**config.mk**
```make
export PLATFORM = sky130hd
export DESIGN_NAME = sync_bus_qualifier
export DESIGN_NICKNAME = d
export VERILOG_FILES = /design/src/rtl/sync_qual_pkg.sv /design/src/rtl/sync_qual_stab_cnt.sv /design/src/rtl/sync_bus_qualifier.sv
export SDC_FILE = /design/constraint.sdc
export NUM_CORES = 1
export LEC_CHECK = 0
export CAP_MARGIN = 10
export CORE_MARGIN = 1.5
export CORE_UTILIZATION = 40
export DETAILED_ROUTE_END_ITERATION = 8
export PLACE_DENSITY_LB_ADDON = 0.3
export SYNTH_ARGS = -nofsm -noshare
export SYNTH_HDL_FRONTEND = slang
export SYNTH_SLANG_ARGS = --single-unit
```
**constraint.sdc**
```tcl
create_clock -name clk -period 3.9 [get_ports clk]
set_input_delay 1.17 -clock clk [delete_from_list [all_inputs] [get_ports clk]]
set_output_delay 1.17 -clock clk [all_outputs]
set_load 0.05 [all_outputs]
```
**src/rtl/sync_qual_pkg.sv**
```systemverilog
// -----------------------------------------------------------------------------
// sync_qual_pkg
// Shared types and helpers for sync_bus_qualifier.
//   state_e   : qualifier FSM state. bit0 = settling, bit1 = pending, so each
//               status output is one state bit.
//   cnt_width : width of the stability counter for a given STABLE_CYC.
//   sat_inc   : saturating increment for counters up to 32 bits wide.
// -----------------------------------------------------------------------------
package sync_qual_pkg;

    typedef enum logic [1:0] {
        IDLE        = 2'b00,
        SETTLE      = 2'b01,
        PEND        = 2'b10,
        PEND_SETTLE = 2'b11
    } state_e;

    // The counter must be able to hold STABLE_CYC itself, because it saturates there.
    function automatic int cnt_width(input int stable_cyc);
        return (stable_cyc < 1) ? 1 : $clog2(stable_cyc + 1);
    endfunction

    // Increment val and clamp it at the all-ones value of a width-bit counter.
    function automatic logic [31:0] sat_inc(input logic [31:0] val, input int width);
        logic [31:0] max_val;
        max_val = (width >= 32) ? 32'hFFFF_FFFF : ((32'd1 << width) - 32'd1);
        return (val >= max_val) ? max_val : (val + 32'd1);
    endfunction

endpackage

```
**src/rtl/sync_qual_stab_cnt.sv**
```systemverilog
// -----------------------------------------------------------------------------
// sync_qual_stab_cnt
// Tracks how long d_sync has held the same code.
// The optional glitch output exists only when SYNC_QUAL_GLITCH_CNT_EN is defined.
// Ports:
//   clk, rstn : clock and asynchronous active-low reset
//   d_sync    : synchronized bus
//   stable    : d_sync matches the previous sample, and the next edge is the
//               STABLE_CYC-th consecutive matching sample (qualify candidate)
//   abandon   : (SYNC_QUAL_GLITCH_CNT_EN only) a partly settled value changed
//               before it qualified
// -----------------------------------------------------------------------------
module sync_qual_stab_cnt
    import sync_qual_pkg::*;
#(
    parameter int                 WIDTH      = 8,
    parameter int                 STABLE_CYC = 3,
    parameter logic [WIDTH-1:0]   RESET_VAL  = '0
) (
    input  logic              clk,
    input  logic              rstn,
    input  logic [WIDTH-1:0]  d_sync,
    output logic              stable
`ifdef SYNC_QUAL_GLITCH_CNT_EN
    ,output logic             abandon
`endif
);

    localparam int            CW       = cnt_width(STABLE_CYC);
    localparam logic [CW-1:0] CNT_MAX  = CW'(STABLE_CYC);
    localparam logic [CW-1:0] CNT_QUAL = CW'(STABLE_CYC - 1);

    logic [WIDTH-1:0] prev_q, prev_d;
    logic [CW-1:0]    cnt_q, cnt_d;
    logic             same;

    always_comb begin
        same   = (d_sync == prev_q);
        prev_d = d_sync;
        cnt_d  = cnt_q;
        if (!same) begin
            cnt_d = '0;
        end else if (cnt_q < CNT_MAX) begin
            cnt_d = cnt_q + CW'(1);
        end
    end

    always_ff @(posedge clk or negedge rstn) begin
        if (!rstn) begin
            prev_q <= RESET_VAL;
            cnt_q  <= '0;
        end else begin
            prev_q <= prev_d;
            cnt_q  <= cnt_d;
        end
    end

    assign stable = same && (cnt_q == CNT_QUAL);

`ifdef SYNC_QUAL_GLITCH_CNT_EN
    // A count of zero means the value was only just seen. A change at that point
    // is ordinary skew and is not counted as an abandoned value.
    assign abandon = !same && (cnt_q != '0) && (cnt_q < CNT_MAX);
`endif

endmodule

```
**src/rtl/sync_bus_qualifier.sv**
```systemverilog
// -----------------------------------------------------------------------------
// sync_bus_qualifier
// Qualifies a synchronized multi-bit bus. A code is released only after it has
// been seen for STABLE_CYC consecutive samples and differs from the last
// released code. Released codes go to a one-entry valid/ready output register.
// A newer code overwrites an unaccepted one, and each overwrite is counted in
// drop_cnt.
// Optional macro SYNC_QUAL_GLITCH_CNT_EN adds the glitch_cnt output, which
// counts settling values abandoned before they qualified.
//
// state       | meaning
// ------------+-----------------------------------------------
// IDLE        | bus equals last release, nothing pending
// SETTLE      | bus differs from last release, nothing pending
// PEND        | bus equals last release, q_data awaiting accept
// PEND_SETTLE | bus differs from last release, q_data pending
//
// Ports:
//   clk, rstn   : clock and asynchronous active-low reset
//   d_sync      : synchronized bus input
//   q_data      : released value (holds the last released value at all times)
//   q_valid     : released value awaiting acceptance
//   q_ready     : consumer accepts on q_valid & q_ready at posedge
//   settle_busy : bus differs from the last release and has not yet qualified
//   drop_cnt    : saturating count of overwritten, unaccepted values
//   glitch_cnt  : (SYNC_QUAL_GLITCH_CNT_EN only) saturating abandoned-value count
// -----------------------------------------------------------------------------
module sync_bus_qualifier
    import sync_qual_pkg::*;
#(
    parameter int                 WIDTH      = 8,
    parameter int                 STABLE_CYC = 3,
    parameter logic [WIDTH-1:0]   RESET_VAL  = '0,
    parameter int                 DROP_W     = 8
) (
    input  logic              clk,
    input  logic              rstn,
    input  logic [WIDTH-1:0]  d_sync,
    output logic [WIDTH-1:0]  q_data,
    output logic              q_valid,
    input  logic              q_ready,
    output logic              settle_busy,
    output logic [DROP_W-1:0] drop_cnt
`ifdef SYNC_QUAL_GLITCH_CNT_EN
    ,output logic [DROP_W-1:0] glitch_cnt
`endif
);

    logic              stable;
    logic              qualify;
    logic              pending;
    logic              pending_d;
    logic              settling_d;
    logic [WIDTH-1:0]  last_q_q, last_q_d;
    logic [DROP_W-1:0] drop_cnt_q, drop_cnt_d;
    state_e            state_q, state_d;

`ifdef SYNC_QUAL_GLITCH_CNT_EN
    logic              abandon;
    logic [DROP_W-1:0] glitch_cnt_q, glitch_cnt_d;
`endif

    sync_qual_stab_cnt #(
        .WIDTH      (WIDTH),
        .STABLE_CYC (STABLE_CYC),
        .RESET_VAL  (RESET_VAL)
    ) u_stab_cnt (
        .clk    (clk),
        .rstn   (rstn),
        .d_sync (d_sync),
        .stable (stable)
`ifdef SYNC_QUAL_GLITCH_CNT_EN
        ,.abandon (abandon)
`endif
    );

    always_comb begin
        pending    = (state_q == PEND) || (state_q == PEND_SETTLE);
        qualify    = stable && (d_sync != last_q_q);
        last_q_d   = last_q_q;
        pending_d  = pending;
        drop_cnt_d = drop_cnt_q;

        // A qualify event beats the accept. If nobody takes the old value, it is lost.
        if (qualify) begin
            last_q_d  = d_sync;
            pending_d = 1'b1;
            if (pending && !q_ready) begin
                drop_cnt_d = DROP_W'(sat_inc(32'(drop_cnt_q), DROP_W));
            end
        end else if (pending && q_ready) begin
            pending_d = 1'b0;
        end

        // The state describes the situation after this edge, so settle_busy
        // drops on the same edge that raises q_valid.
        settling_d = (d_sync != last_q_d);
        state_d    = IDLE;
        case ({pending_d, settling_d})
            2'b00:   state_d = IDLE;
            2'b01:   state_d = SETTLE;
            2'b10:   state_d = PEND;
            default: state_d = PEND_SETTLE;
        endcase
    end

`ifdef SYNC_QUAL_GLITCH_CNT_EN
    always_comb begin
        glitch_cnt_d = glitch_cnt_q;
        if (abandon) begin
            glitch_cnt_d = DROP_W'(sat_inc(32'(glitch_cnt_q), DROP_W));
        end
    end
`endif

    always_ff @(posedge clk or negedge rstn) begin
        if (!rstn) begin
            state_q    <= IDLE;
            last_q_q   <= RESET_VAL;
            drop_cnt_q <= '0;
        end else begin
            state_q    <= state_d;
            last_q_q   <= last_q_d;
            drop_cnt_q <= drop_cnt_d;
        end
    end

`ifdef SYNC_QUAL_GLITCH_CNT_EN
    always_ff @(posedge clk or negedge rstn) begin
        if (!rstn) begin
            glitch_cnt_q <= '0;
        end else begin
            glitch_cnt_q <= glitch_cnt_d;
        end
    end
    assign glitch_cnt = glitch_cnt_q;
`endif

    // The output register and the last released value are always loaded
    // together, so one flop bank serves both.
    assign q_data      = last_q_q;
    assign q_valid     = (state_q == PEND) || (state_q == PEND_SETTLE);
    assign settle_busy = (state_q == SETTLE) || (state_q == PEND_SETTLE);
    assign drop_cnt    = drop_cnt_q;

endmodule

```
* Yosys cells after proc, flatten, opt, wreduce, memory -nomap -nowiden
Index checks and enable logic that the tools add are counted.
** Cells by class
- Add/subtract/negate cells :: 2
- $lt $le $gt $ge :: 2
- Equal/unequal tests :: 10
- Multiplexer cells :: 7
- Reduce and logical (&&, ||, !) cells :: 9
** Operators by type and width (count)
- $mux 8 :: 2
- $ne 8x8->1 :: 2
- $add 8x1->8 const B :: 1
- $eq 2x2->1 const B :: 4
- $eq 8x8->1 :: 1
- $ge 8x8->1 const B :: 1
- $pmux 2 s3 :: 1
- $eq 2x1->1 const B :: 2
- $logic_and 1x1->1 :: 4
- $mux 2 :: 2
- $add 2x1->2 const B :: 1
- $logic_not 2->1 :: 1
- $logic_or 1x1->1 :: 2
- $lt 2x2->1 const B :: 1
- $mux 1 :: 2
- $ne 2x2->1 const B :: 1
- $reduce_and 2->1 :: 1
- $logic_not 1->1 :: 1
** Word-level totals
- Register bits :: 28
- Input port bits :: 11
- Logic and storage cells :: 35

* Depth between registers and ports, before layout
Gate-level depths: netlist of run 1.
- Word-level depth :: 7
- Depth in mapped cells :: 6
- Depth with buffers taken out :: 6

* Cells and area by module
A second synthesis of run 1 with hierarchy kept.
** Second synthesis, totals
- Cells, all modules :: 108
- Area total of the unflattened synthesis :: 1312.5 µm²
** By module, submodules not included
- sync_bus_qualifier :: times used 1, cells an instance 78, area an instance 914.6 µm², sequential area each 450.4 µm²
- sync_qual_stab_cnt :: times used 1, cells an instance 30, area an instance 397.9 µm², sequential area each 250.2 µm²

* Worst setup path before layout of run 1
OpenSTA, ideal clock, no wires.
- Path type :: input to register
- Start :: in d_sync[2]
- End :: reg drop_cnt_q[5], in the netlist drop_cnt[5]
- Setup time :: 0.128 ns
- Arrival :: 2.500 ns
- Data required time :: 3.772 ns
- Path slack :: 1.272 ns
- Stages on the path :: 6
- Buffers on the path :: 1
- Path through :: xor2_1 -> nor4_1 -> nand3_1 -> buf_6 -> nor4_4 -> mux2_1
** On the way
- Word-level cells in the longest chain between the ends :: 4
- Elaborated cells on any way between the ends :: 5
** Ends and longest elaborated chain
- from (decl) :: RTL line sync_bus_qualifier.sv:38 : input logic [WIDTH-1:0] d_sync,
- $eq 8x8->1 :: RTL line sync_qual_stab_cnt.sv:38 : same = (d_sync == prev_q);
- $logic_and 1x1->1 :: RTL line sync_qual_stab_cnt.sv:58 : assign stable = same && (cnt_q == CNT_QUAL);
- $logic_and 1x1->1 * :: RTL line sync_bus_qualifier.sv:79 : qualify = stable && (d_sync != last_q_q);
- $reduce_and 2->1 (no source line) *
- to (signal assigned) :: RTL line sync_bus_qualifier.sv:124 : drop_cnt_q <= drop_cnt_d;
- to (decl) :: RTL line sync_bus_qualifier.sv:55 : logic [DROP_W-1:0] drop_cnt_q, drop_cnt_d;
Mark *: on every way between the ends. The rest lies on a longest branch, timed or not.
A chain may end at the register's enable or synchronous reset.

* Final worst setup path of run 1
Same ends and word-level chain as after synthesis.

==> results.py, run 1 <==
metrics = {
    "run_status": {
        "status": "finished, final reports clean",
    },
    "worst_hold_path": {
        "min_from": "u_stab_cnt.cnt_q[1]$_DFFE_PN0P_",
        "hold_class": "reg2reg",
        "hold_depth": 2,
        "min_to": "u_stab_cnt.cnt_q[1]$_DFFE_PN0P_",
    },
    "power_and_ir_drop": {
        "cellLeakagePower_uw": 0.000728,
        "powerDensity_nw_per_um2": 298,
        "ir_worst_vdd_v": 0.000178,
    },
    "sta": {
        "slew_headroom": 0.664,
        "worst_slew_pin_slew_ns": 0.502,
        "fmax_mhz": 344,
        "setup_violations": 0,
        "maxSlewViolCount": 0,
        "holdWs_ns": 0.568,
        "finalSetupTns_ns": 0,
        "min_period_ns": 2.91,
        "rsz0062_at_grt": "false",
        "finalCritPeriodShare": 0.746,
        "fin_skew_ns": 0.00246,
        "hold_viol": 0,
    },
    "clock_tree": {
        "cts_buffers": 3,
        "numClockSinks": 28,
        "cts.clk_slew.worst_paths_ns": 0.15,
        "ctsResizeCount": 0,
        "cts_tree": "built",
        "h-tree-depth": 1,
        "clkLatencyLatePin_ns": 0.32,
        "clockRootBuffer": "clkbuf_4",
        "cts_hold_buffers": 0,
        "postCtsSetupBuffers": 0,
        "cts_max_path_buffers": 2,
    },
    "synth": {
        "synth_nets": 124,
        "yosysMostFrequentCell": "dfrtp_1",
        "ys_async_sr_fraction": 1.00,
        "syn-cell-area_um2": 1350,
        "syn_avg_cell_area_um2": 12.3,
        "yosysTopAreaCell": "dfrtp_1",
        "yosys.cell_types.count": 26,
        "ys_seq_area_frac": 0.519,
        "postSynthCellCount": 110,
        "yosys_warnings": 0,
        "synth_common_cells": "dfrtp_1 (28), mux2_2 (13), nand2_1 (11)",
        "synth_top_area_share": 0.519,
        "ys_ff_latch": 28,
        "synth_edf_count": 0,
        "synth.area.top_cells": "dfrtp_1 (52%), mux2_2 (11%), xor2_1 (5.8%), xnor2_1 (5.2%), nor4_4 (3.2%)",
        "ys.flop_type": "dfrtp_1",
    },
    "layout": {
        "insertedDiodeCount": 0,
        "fin_area_um2": 1740,
        "final_cells": 185,
        "area_growth_pct": 28.6,
        "fin_nets": 156,
        "fillers": 289,
        "drive_above_1_share": 0.170,
    },
    "placement": {
        "post-dp-hpwl_mm": 1.81,
        "dp.cells": 181,
        "placed_cell_area_um2": 1680,
        "port_buffers": 28,
        "place.gp.congestion": 0.762,
    },
    "job": {
        "max_cap_violations": 0,
    },
    "die": {
        "dieArea_um2": 3730,
        "io_pins": 29,
        "die_w_um": 61.1,
        "start_util": 0.432,
        "placementRows": 20,
        "core-area_um2": 3130,
        "fp.dieH_um": 61.1,
    },
    "critical_path": {
        "slowest_stage": "clkdlybuf4s50_1",
        "crit_fanout": 11,
        "worstPathArrival_ns": 3.14,
        "ff2ff_path_depth": 6,
        "critPathMaxStageDelay_ns": 0.49,
        "reg2reg_to": "drop_cnt[5]$_DFFE_PN0P_",
        "worstSetupPathType": "in2reg",
        "start_kind": "input port",
        "crit_chain": "clkdlybuf4s50_1 -> xor2_1 -> nor4_1 -> nand3_1 -> buf_4 -> nor4_4 -> mux2_1",
        "r2r-start": "u_stab_cnt.prev_q[2]$_DFF_PN0_",
        "r2r_slack_ns": 1.95,
        "critPathRequiredTime_ns": 4.13,
        "cp-end-kind": "register",
    },
    "grt": {
        "grt_start_max_net_pins": 29,
        "grt_pass1_vias": 948,
        "antenna_found_initial": 0,
        "grt_use_total": 0.150,
        "overflow": 0,
        "grt_pass1_wl_mm": 4.13,
    },
    "route": {
        "viasPerCell": 4.78,
        "firstDrtPassIters": 4,
        "drt_iter0_drc": 16,
        "wl_per_cell_um": 13.1,
        "post-route-drc-count": 0,
        "vias": 885,
        "ant_nets": 0,
        "wl_mm": 2.42,
    },
}
-- flip-flops by register name, indices dropped and copies added, names as in the netlist --
register,count
u_stab_cnt.cnt_q,2
drop_cnt,8
state_q,2
q_data,8
u_stab_cnt.prev_q,8
-- metal layers --
layer  GRT usage  vias to the layer above  part of all wire
li1            -                      439                 -
met1       0.192                      421              0.45
met2       0.254                       23              0.50
met3      0.0189                        2             0.038
met4      0.0652                        0            0.0095
met5           0                        -                 0
-- placed cells by master (no fill, tap or decap) --
cell             count
nor2b_1              2
and3_1               2
xnor2_1              8
dfrtp_1             28
nor3_1               4
nand2_1             11
nand3_1              3
nand2b_1             3
mux2_2              13
nor4_1               2
nor4_4               2
bufinv_16            1
buf_4                3
inv_1                1
nor2_1               4
a21oi_1              1
o21ai_0              1
xor2_1               9
or4_1                1
o21a_1               1
nor2_8               1
ha_1                 3
nor4_2               1
nand4_1              3
clkbuf_4             3
mux2_1               2
clkdlybuf4s50_1     28
-- worst max-delay path: cells and delay by family --
family | cells | cell delay, ns
AND/OR/NAND/NOR | 3 | 0.75
multiplexers | 1 | 0.34
buffers and inverters | 2 | 0.70
XOR/XNOR | 1 | 0.18
-- how the worst max path moves through the flow --
stage | start | end | slack [ns]
6_report | d_sync[2] | drop_cnt[5]$_DFFE_PN0P_ | 0.99
5_1_grt | d_sync[1] | drop_cnt[5]$_DFFE_PN0P_ | 0.78
4_1_cts | d_sync[2] | drop_cnt[4]$_DFFE_PN0P_ | 0.99
3_5_place_dp | d_sync[2] | drop_cnt[4]$_DFFE_PN0P_ | 0.62
3_3_place_gp | d_sync[2] | drop_cnt[7]$_DFFE_PN0P_ | 0.61
2_1_floorplan | d_sync[2] | drop_cnt[5]$_DFFE_PN0P_ | 1.27
-- final cells by class --
class	instances	area [um2]	area share
clock buffers	3	22.5	0.0130
clock inverters	1	30.0	0.0173
inverters	1	3.75	0.00216
multi-input cells	77	622	0.358
flip-flops and latches	28	701	0.403
well taps	44	55.1	0.0317
repair buffers	31	303	0.174
-- kinds of logic (layout without fill, tap and decap cells) --
group                    count (synthesis)  in the layout  share of synthesized area
XOR/XNOR                                17             17                      0.110
buffers and inverters                    5             36                     0.0204
multiplexers                            15             15                      0.125
AND/OR/NAND/NOR                         39             39                      0.184
flip-flops                              28             28                      0.519
adder cells (fa/ha/maj)                  3              3                     0.0278
AO/OA/AOI/OAI                            3              3                     0.0130
-- power by group --
part	switching (uW)	leakage [uW]	internal, uW
Combinational	16.1	0.000332	16.5
Sequential	1.92	0.000368	295
Clock	84.5	0.0000279	104
Total	103	0.000728	415
-- through the flow --
step / worst slack (ns) / total power (uW) / utilization
final: 0.990 / 518 / 0.555
after global routing: 0.781 / 540 / 0.555
after CTS: 0.992 / 527 / 0.555
after detailed placement: 0.622 / 336 / 0.538
after global placement: 0.611 / 335 / 0.538
after floorplan: 1.27 / 312 / -
Power figures use the tool's default switching activity.
==> inputs of run 2 (changes only) <==
clock period = 2.9 ns   (was 3.9 ns; I/O delays follow)
==> run 2 against run 1 <==
  * Non-clock buffer count grew 6
  * Total power grew 35%
  * Cell count grew 3.2%
==> results.py, run 2 (same netlist as run 1, synthesis figures left out) <==
metrics = {
    "clock_tree": {
        "clkLatencyLatePin_ns": 0.33,
        "cts_tree": "built",
        "cts_hold_buffers": 0,
        "cts.clk_slew.worst_paths_ns": 0.15,
        "postCtsSetupBuffers": 0,
        "clockRootBuffer": "clkbuf_4",
        "cts_buffers": 3,
        "h-tree-depth": 1,
        "cts_max_path_buffers": 2,
        "numClockSinks": 28,
        "ctsResizeCount": 0,
    },
    "layout": {
        "area_growth_pct": 32.9,
        "final_cells": 191,
        "insertedDiodeCount": 0,
        "fin_util": 0.574,
        "final_cell_mix": "dfrtp_1 (28), clkdlybuf4s50_1 (28), mux2_2 (13), nand2_1 (11), xor2_1 (9)",
        "drive_above_1_share": 0.204,
        "fin_nets": 162,
        "fin_area_um2": 1790,
    },
    "sta": {
        "fin_skew_ns": 0.00829,
        "worst_slew_pin_slew_ns": 0.509,
        "setup_violations": 0,
        "finalCritPeriodShare": 0.895,
        "hold_viol": 0,
        "fmax_mhz": 385,
        "min_period_ns": 2.60,
        "finalSetupTns_ns": 0,
        "maxSlewViolCount": 0,
        "slew_headroom": 0.659,
        "rsz0062_at_grt": "false",
        "setup_ws_ns": 0.305,
    },
    "die": {
        "die_w_um": 61.1,
        "fp.dieH_um": 61.1,
        "core-area_um2": 3130,
        "io_pins": 29,
        "placementRows": 20,
        "start_util": 0.432,
        "dieArea_um2": 3730,
    },
    "power_and_ir_drop": {
        "ir_worst_vdd_v": 0.000199,
        "p_sw_uw": 137,
        "switching_share": 0.195,
        "comb_power_share": 0.071,
        "sequentialPowerShare": 0.570,
        "powerDensity_nw_per_um2": 390,
        "pwr-share-clk": 0.359,
        "cellLeakagePower_uw": 0.000760,
        "internal_power_uw": 563,
    },
    "critical_path": {
        "critPathBufInv": 3,
        "crit_chain": "clkdlybuf4s50_1 -> xor2_1 -> nor4_1 -> buf_4 -> nand3_1 -> buf_4 -> nor3_1 -> mux2_2",
        "crit_top_cell": "buf_4",
        "worstSetupPathType": "in2reg",
        "slowest_stage": "clkdlybuf4s50_1",
        "ff2ff_path_depth": 6,
        "r2r_slack_ns": 0.93,
        "reg2reg_to": "drop_cnt[1]$_DFFE_PN0P_",
        "cp-end-kind": "register",
        "worstPathArrival_ns": 2.82,
        "start_kind": "input port",
        "crit_fanout": 11,
        "cpLargestDelayFamily": "buffers and inverters",
        "critPathMaxStageDelay_ns": 0.48,
        "critPathRequiredTime_ns": 3.13,
        "r2r-start": "u_stab_cnt.prev_q[2]$_DFF_PN0_",
    },
    "placement": {
        "dp.cells": 187,
        "post-dp-hpwl_mm": 1.86,
        "place.gp.congestion": 0.781,
        "port_buffers": 28,
        "placed_cell_area_um2": 1740,
        "place_ws_ns": -0.0643,
    },
    "route": {
        "vias": 911,
        "wl_mm": 2.43,
        "ant_nets": 0,
        "wl_per_cell_um": 12.7,
        "post-route-drc-count": 0,
        "viasPerCell": 4.77,
        "drt_iter0_drc": 48,
        "firstDrtPassIters": 3,
    },
    "grt": {
        "grt_pass1_wl_mm": 4.14,
        "overflow": 0,
        "antenna_found_initial": 0,
        "grt_pass1_vias": 926,
        "grt_use_total": 0.153,
        "grt_start_max_net_pins": 29,
    },
    "job": {
        "max_cap_violations": 0,
    },
    "worst_hold_path": {
        "hold_depth": 1,
        "min_from": "q_data[2]$_DFF_PN0_",
        "min_to": "q_data[2]$_DFF_PN0_",
        "hold_class": "reg2reg",
    },
    "run_status": {
        "status": "finished, final reports clean",
    },
}
==> run 2: cell types whose count changed in the layout (fill, tap and decap cells not counted), sizes merged <==
cell	delta
buf	+6
==> run 2: routing by layer <==
layer	vias up	global-route usage	routed length [um]
li1	458	-	-
met2	27	0.258	1210
met4	0	0.0745	40
met3	4	0.0210	108
met1	422	0.193	1070
met5	-	0	0
==> run 2: stage by stage <==
step	hold slack [ns]	power, uW
2_1_floorplan	0.514	420
3_3_place_gp	0.530	456
3_5_place_dp	0.544	457
4_1_cts	0.579	713
5_1_grt	0.587	731
6_report	0.577	700
==> run 2: layout make-up <==
cell class	instances	area (um2)
clock buffer	3	22.5
clock inverter	1	30.0
fill	279	1330
inverter	1	3.75
multi-input combinational	77	622
sequential	28	701
tap	44	55.1
timing repair buffer	37	360
==> run 2: how the worst max path moves through the flow <==
stage | startpoint | end | slack, ns | cells after the start
finish | d_sync[6] | drop_cnt[1]$_DFFE_PN0P_ | 0.30 | 8
detailed placement | d_sync[6] | drop_cnt[1]$_DFFE_PN0P_ | -0.06 | 8
global placement | d_sync[6] | drop_cnt[6]$_DFFE_PN0P_ | -0.06 | 8
floorplan | d_sync[2] | drop_cnt[5]$_DFFE_PN0P_ | 0.57 | 6
global route | d_sync[6] | drop_cnt[1]$_DFFE_PN0P_ | 0.16 | 8
CTS | d_sync[6] | drop_cnt[1]$_DFFE_PN0P_ | 0.30 | 8
==> run 2: power groups by stage <==
stage | sequential, uW | combinational, uW | clock [uW]
CTS | 399 | 51.1 | 262
finish | 399 | 49.9 | 251
global placement | 406 | 50.3 | 0
floorplan | 406 | 14.2 | 0
detailed placement | 406 | 51.0 | 0
global route | 400 | 55.8 | 276
